--- config.mk ---
export PLATFORM = sky130hd
export DESIGN_NAME = counter_snapshot_tx
export DESIGN_NICKNAME = d
export VERILOG_FILES = /design/src/rtl/counter_snapshot_tx.sv
export SDC_FILE = /design/constraint.sdc
export NUM_CORES = 1
export LEC_CHECK = 0
export CORE_MARGIN = 4
export CORE_UTILIZATION = 46
export CTS_CLUSTER_SIZE = 20
export DETAILED_ROUTE_END_ITERATION = 16
export PLACE_DENSITY = 0.81
export SYNTH_ARGS = -nofsm -noshare
export SYNTH_HDL_FRONTEND = slang
export SYNTH_SLANG_ARGS = --single-unit
--- constraint.sdc ---
create_clock -name Clk -period 2.35 [get_ports Clk]
set_clock_uncertainty 0.05 [all_clocks]
set_input_delay 0.3525 -clock Clk [delete_from_list [all_inputs] [get_ports Clk]]
set_output_delay 0.3525 -clock Clk [all_outputs]
set_load 0.005 [all_outputs]
--- src/rtl/counter_snapshot_tx.sv ---
// Snapshot both 64-bit event counters on Snap and stream them as a framed word sequence.
// Optional trailing XOR checksum word: define COUNTER_SNAPSHOT_CHECKSUM_EN.
module counter_snapshot_tx #(
    parameter int WORD_W = 16
) (
    input  logic              Clk,
    input  logic              Reset,
    input  logic              Snap,
    input  logic [63:0]       Cnt0,
    input  logic [63:0]       Cnt1,
    output logic [WORD_W-1:0] TxData,
    output logic              TxValid,
    input  logic              TxReady,
    output logic              TxLast,
    output logic              Busy,
    output logic [7:0]        Seq,
    output logic [7:0]        DropCnt
);

    localparam int N_WORDS = 64 / WORD_W;
    localparam int IDX_W   = (N_WORDS > 1) ? $clog2(N_WORDS) : 1;
    localparam logic [IDX_W-1:0] IDX_LAST = IDX_W'(N_WORDS - 1);

    typedef enum logic [2:0] {
        IDLE,
        HDR,
        DATA0,
        DATA1
`ifdef COUNTER_SNAPSHOT_CHECKSUM_EN
        ,
        CHK
`endif
    } state_t;

    state_t            state_q, state_d;
    logic [IDX_W-1:0]  idx_q, idx_d;
    logic [63:0]       shadow0_q, shadow0_d;
    logic [63:0]       shadow1_q, shadow1_d;
    logic [7:0]        seq_q, seq_d;
    logic [7:0]        drop_q, drop_d;
    logic [WORD_W-1:0] data_q, data_d;
    logic              valid_q, valid_d;
    logic              last_q, last_d;
    logic              busy_q, busy_d;
`ifdef COUNTER_SNAPSHOT_CHECKSUM_EN
    logic [WORD_W-1:0] chk_q, chk_d;
`endif

    logic        xfer;
    logic        frame_done;
    logic        accept;
    logic [63:0] word_sel;

    always_comb begin
        state_d    = state_q;
        idx_d      = idx_q;
        shadow0_d  = shadow0_q;
        shadow1_d  = shadow1_q;
        seq_d      = seq_q;
        drop_d     = drop_q;
        frame_done = 1'b0;
        xfer       = valid_q & TxReady;
`ifdef COUNTER_SNAPSHOT_CHECKSUM_EN
        chk_d      = xfer ? (chk_q ^ data_q) : chk_q;
`endif

        case (state_q)
            IDLE: ;
            HDR: begin
                if (xfer) begin
                    state_d = DATA0;
                    idx_d   = '0;
                end
            end
            DATA0: begin
                if (xfer) begin
                    if (idx_q == IDX_LAST) begin
                        state_d = DATA1;
                        idx_d   = '0;
                    end else begin
                        idx_d = idx_q + 1'b1;
                    end
                end
            end
            DATA1: begin
                if (xfer) begin
                    if (idx_q == IDX_LAST) begin
`ifdef COUNTER_SNAPSHOT_CHECKSUM_EN
                        state_d = CHK;
`else
                        frame_done = 1'b1;
`endif
                    end else begin
                        idx_d = idx_q + 1'b1;
                    end
                end
            end
`ifdef COUNTER_SNAPSHOT_CHECKSUM_EN
            CHK: begin
                if (xfer) frame_done = 1'b1;
            end
`endif
            default: state_d = IDLE;
        endcase

        if (frame_done) begin
            seq_d   = seq_q + 8'd1;
            state_d = IDLE;
        end

        // A Snap landing on the final-word transfer starts the next frame with no gap
        accept = Snap & ((state_q == IDLE) | frame_done);
        if (accept) begin
            shadow0_d = Cnt0;
            shadow1_d = Cnt1;
            state_d   = HDR;
            idx_d     = '0;
`ifdef COUNTER_SNAPSHOT_CHECKSUM_EN
            chk_d     = '0;
`endif
        end else if (Snap && drop_q != 8'hFF) begin
            drop_d = drop_q + 8'd1;
        end

        // Outputs are derived from the next state so they come straight out of flops
        valid_d  = (state_d != IDLE);
        busy_d   = (state_d != IDLE);
        word_sel = (state_d == DATA1) ? shadow1_d : shadow0_d;
        data_d   = '0;
        case (state_d)
            HDR:          data_d[7:0] = seq_d;
            DATA0, DATA1: data_d = word_sel[int'(idx_d)*WORD_W +: WORD_W];
`ifdef COUNTER_SNAPSHOT_CHECKSUM_EN
            CHK:          data_d = chk_d;
`endif
            default:      data_d = '0;
        endcase
`ifdef COUNTER_SNAPSHOT_CHECKSUM_EN
        last_d = (state_d == CHK);
`else
        last_d = (state_d == DATA1) && (idx_d == IDX_LAST);
`endif
    end

    always_ff @(posedge Clk) begin
        if (!Reset) begin
            state_q   <= IDLE;
            idx_q     <= '0;
            shadow0_q <= '0;
            shadow1_q <= '0;
            seq_q     <= '0;
            drop_q    <= '0;
            data_q    <= '0;
            valid_q   <= 1'b0;
            last_q    <= 1'b0;
            busy_q    <= 1'b0;
`ifdef COUNTER_SNAPSHOT_CHECKSUM_EN
            chk_q     <= '0;
`endif
        end else begin
            state_q   <= state_d;
            idx_q     <= idx_d;
            shadow0_q <= shadow0_d;
            shadow1_q <= shadow1_d;
            seq_q     <= seq_d;
            drop_q    <= drop_d;
            data_q    <= data_d;
            valid_q   <= valid_d;
            last_q    <= last_d;
            busy_q    <= busy_d;
`ifdef COUNTER_SNAPSHOT_CHECKSUM_EN
            chk_q     <= chk_d;
`endif
        end
    end

    assign TxData  = data_q;
    assign TxValid = valid_q;
    assign TxLast  = last_q;
    assign Busy    = busy_q;
    assign Seq     = seq_q;
    assign DropCnt = drop_q;

endmodule
# After elaboration in Yosys (flattened, before gate mapping)
# Index checks and enable logic that the tools add are counted.
# op_classes
n_mux,21
n_reduce_logical,8
bitwise,4
eq_ne,9
add_sub_neg,3
n_shift,1
# op_table
op,n
$mux 64,3
$shiftx 64x7->16,1
$add 8x1->8 const B,2
$pmux 8 s2,1
$mux 3,5
$eq 3x2->1 const B,4
$mux 2,6
$pmux 3 s3,1
$mux 8,1
$ne 8x8->1 const B,1
$eq 3x1->1 const B,2
$pmux 2 s3,1
$eq 2x2->1 const B,2
$reduce_and 2->1,2
$reduce_or 2->1,2
$logic_not 3->1,1
$mux 1,3
$reduce_bool 3->1,1
$add 2x1->2 const B,1
$and 1x1->1,2
$logic_and 1x1->1,2
$not 1->1,1
$or 1x1->1,1
# totals
wordCells,56
register_bits,167
inputBits,132

# Longest topological paths before layout
# depth
depth_word,11
depth_mapped,10
mapped_depth_nobuf,8

# Worst setup path after synthesis
# Ideal clock, no wire load.
# synth_timing
path_type,register to register
start,reg idx_q[0]
end,"reg data_q[12], in the netlist TxData[12]"
setup_slack_ps,59
t_arrival_ps,2119
path_stages_with_launch,10
required_ps,2178
setup_time_ps,122
n_path_buf,2
path_cell_list,dfxtp_1 > ha_1 > and3_1 > clkbuf_1 > mux2i_4 > buf_2 > mux2i_1 > mux2i_1 > o211ai_1 > a21oi_1
# synth_via
elab_chain_cells,10
elab_cells_between_ends,27
classes_between,1 x add/sub; 3 x eq/ne; 1 x shift; 18 x mux; 2 x bitwise; 2 x reduce/logical
# synth_rtl
element,line,text
start: declaration,36,"logic [IDX_W-1:0] idx_q, idx_d;"
start signal: assignment,162,idx_q <= idx_d;
$eq 2x2->1,"77, 87",
$mux 1,87,if (idx_q == IDX_LAST) begin
$mux 1,86,if (xfer) begin
$mux 1,67,case (state_q)
$or 1x1->1,112,accept = Snap & ((state_q == IDLE) | frame_done);
$and 1x1->1,112,
$mux 3,113,if (accept) begin
"$eq 3x2->1, on equally long branches","128, 130",
$mux 64 / $reduce_or 2->1 (equally long branches),"128, 130",
$shiftx 64x7->16 / $reduce_and 2->1 (equally long branches),-,
end signal: assignment,167,data_q <= data_d;
end: declaration,41,"logic [WORD_W-1:0] data_q, data_d;"
# Parallel ways exist; a longest one is shown, timed or not.
# A chain may end at the register's enable or synchronous reset.

# Final worst setup path
# layout_timing
start,reg idx_q[0]
end,"reg data_q[11], in the netlist TxData[11]"
# Same word-level chain as after synthesis.

==> reports/metrics.csv <==
metric,value,unit
setup_viol,0,
synth_mux_area_frac,0.0746,
antennaDiodeCount,0,
max-cap-violations,0,
cts_made_buffers,17,
top_level_ports,167,
crit_chain,buf_6 > or3_4 > a211o_4 > buf_8 > a211oi_4 > a311oi_4 > o21bai_1 > a32o_1,
crit_type,reg -> reg,
worst-path-buf-inv,2,
p_clk_frac,0.436,
synth_cell_type_count,62,
seqPwrFrac,0.456,
synth_area_leaders,"dfxtp_1, nand2_1, a21boi_0",
hold_violations,0,
hold_path_class,in -> reg,
tightest_slew,618,ps
place_inst,1320,
p_sw,1.64,mW
fin_cells,1366,
combPwrFrac,0.107,
ir_drop,0.000538,V
synth_warnings,0,
synthArstFlopShare,0,
nFillCells,1278,
p_int,4.95,mW
drt_iter0_drc,592,
ys_seq_area_frac,0.432,
clkLatencyLatePin,430,ps
synth-xor-area-share,0.0158,
crit_arrival,2600,ps
clock.fmax,431,MHz
io_buffer_count,166,
dieArea,19000,um^2
syn_nets,1051,
gp_congestion,0.897,
synthAdderAreaFrac,0.00809,
vias,7318,
ant_nets,0,
final.min_clock_period,2320,ps
cts-htree-levels,4,
grt_pass1_vias,6932,
first_pass_iters,5,
dpl.hpwl,17000,um
powerDensity,595,nW/um^2
crit_fanout,7,
grt_pass1_wl,35500,um
seqCellArea,3350,um^2
period_share,0.987,
antenna_found_initial,1,
multi_input_area,4250,um^2
cpPeakStageDelay,400,ps
syn_avg_cell_area,8.46,um^2
rows,47,
maxSlewViolCount,0,
setup_tns,0,ps
clockBufferDepth,2,
routed_wl,23400,um
cts_tree,done,
die_y,138,um
critPathLaunchType,flop,
viasPerCell,5.36,
clk_root_buffer_cell,clkbuf_16,
synth.largest_area_cell,dfxtp_1,
drive_above_1_share,0.167,
grt_max_degree,75,
overflow,0,
synth_compound_area_frac,0.207,
synthFlopType,dfxtp_1,
track_usage,0.243,
swShare,0.248,
synthSimpleGateAreaFrac,0.217,
drt-wirelength-per-cell,17.2,um
final_common_cell,nand2_1,
layout_common_cells,"nand2_1, clkdlybuf4s50_1, dfxtp_1, a21boi_0, buf_4",
leakagePower,4.30,nW
timing.hold.ws,205,ps
end_kind,flop,
critPathRequiredTime,2630,ps
cts_sinks,167,
synth_cells,914,
crit_family,compound AO/OA/AOI/OAI gates,
synth-seq-cells,167,
crit_slowest_cell,a211o_4,
area.growth.synth_to_final,43.0,%
synth-edff-count,0,
syn_area,7740,um^2
rsz0062_at_grt,true,
nNetsFinal,1270,
slew_headroom,0.588,
die_w,138,um
synth_top_area_frac,0.432,
status,"finished, final reports clean",
drcViolationCount,0,
core,16500,um^2
start_util,0.468,
synth_top_family_by_area,simple AND/OR/NAND/NOR gates,
clkTransAtPathRegs,70,ps
-- flip-flops by register name (all words and copies together), names as in the netlist --
name and count:
Seq 8, state_q 3, shadow1_q 64, shadow0_q 64, TxData 16, idx_q 2, Busy 1, DropCnt 8
TxLast 1
-- cell type report --
class / instances / share of cell area
clock inverter: 15 / 0.0160
multi-input combinational: 674 / 0.384
sequential: 167 / 0.303
clock buffer: 17 / 0.0385
timing repair buffer: 266 / 0.231
tap: 220 / 0.0249
inverter: 7 / 0.00238
-- worst paths after layout --
path	end	from	slack (ps)	cells after the start
max	TxData[11]	idx_q[0]	30	8
min	state_q[0]	Reset	200	3
max reg2reg	TxData[11]	idx_q[0]	30	8
min reg2reg	shadow1_q[8]	shadow1_q[8]	400	2
-- Yosys cell counts, types with 6 or more instances --
| library cell | instances |
|---|---|
| and3_1 | 8 |
| clkbuf_1 | 24 |
| o21ai_0 | 12 |
| a21boi_0 | 90 |
| mux2i_1 | 43 |
| nand2_1 | 288 |
| a21oi_1 | 10 |
| o22ai_1 | 7 |
| nor2_1 | 14 |
| dfxtp_1 | 167 |
| o211ai_1 | 6 |
| nand4_1 | 7 |
| a32o_1 | 6 |
| mux2_2 | 7 |
| xor2_1 | 7 |
| nor2b_1 | 12 |
| xnor2_1 | 7 |
| buf_2 | 34 |
| a211oi_1 | 17 |
| inv_1 | 6 |
| and2_1 | 17 |
| nand3_1 | 23 |
| a21boi_1 | 28 |
-- layer usage --
layer	up-vias	part of all wire	global-route usage
li1	3567	-	-
met4	2	0.030	0.0887
met5	-	0.00073	0
met3	44	0.054	0.0533
met2	227	0.48	0.401
met1	3478	0.44	0.311
-- stage by stage --
| stage | setup WS, ps | total power, mW | instance area (um^2) | utilization |
|---|---|---|---|---|
| floorplan | 58.9 | 3.36 | 7740 | - |
| detailed placement | -485 | 3.75 | 10100 | 0.610 |
| finish | 29.7 | 6.59 | 11100 | 0.669 |
| global route | -12.6 | 6.82 | 11100 | 0.669 |
| CTS | -8.11 | 6.61 | 10800 | 0.657 |
| global placement | -445 | 3.74 | 10100 | 0.610 |
-- power by group through the flow --
stage / clock network (mW) / registers [mW] / logic, mW
floorplan: 0 / 3.04 / 0.320
global placement: 0 / 3.06 / 0.677
detailed placement: 0 / 3.06 / 0.686
CTS: 2.91 / 3.00 / 0.698
global route: 3.03 / 3.01 / 0.769
finish: 2.87 / 3.01 / 0.705
-- what timing repair did --
item,in CTS,in global routing
endpoints found under the hold margin,0,0
buffers inserted,6,8
pin swaps,5,12
hold buffers,0,0
resized for setup,24,33
setup endpoints to repair,16,16
-- cell families after synthesis --
logic type | count (synthesis)
xor+xnor | 14
other cells | 1
simple gates | 390
fa+ha+maj | 5
compound gates | 211
flops | 167
mux | 53
buf+inv | 73
-- worst reg2reg max path, delay by kind of cell (launching register included) --
family          cells  cell delay, ps
flops               1             360
simple gates        1             390
compound gates      5            1130
buf+inv             2             290
Note: power is estimated with default switching activity, not from simulation.
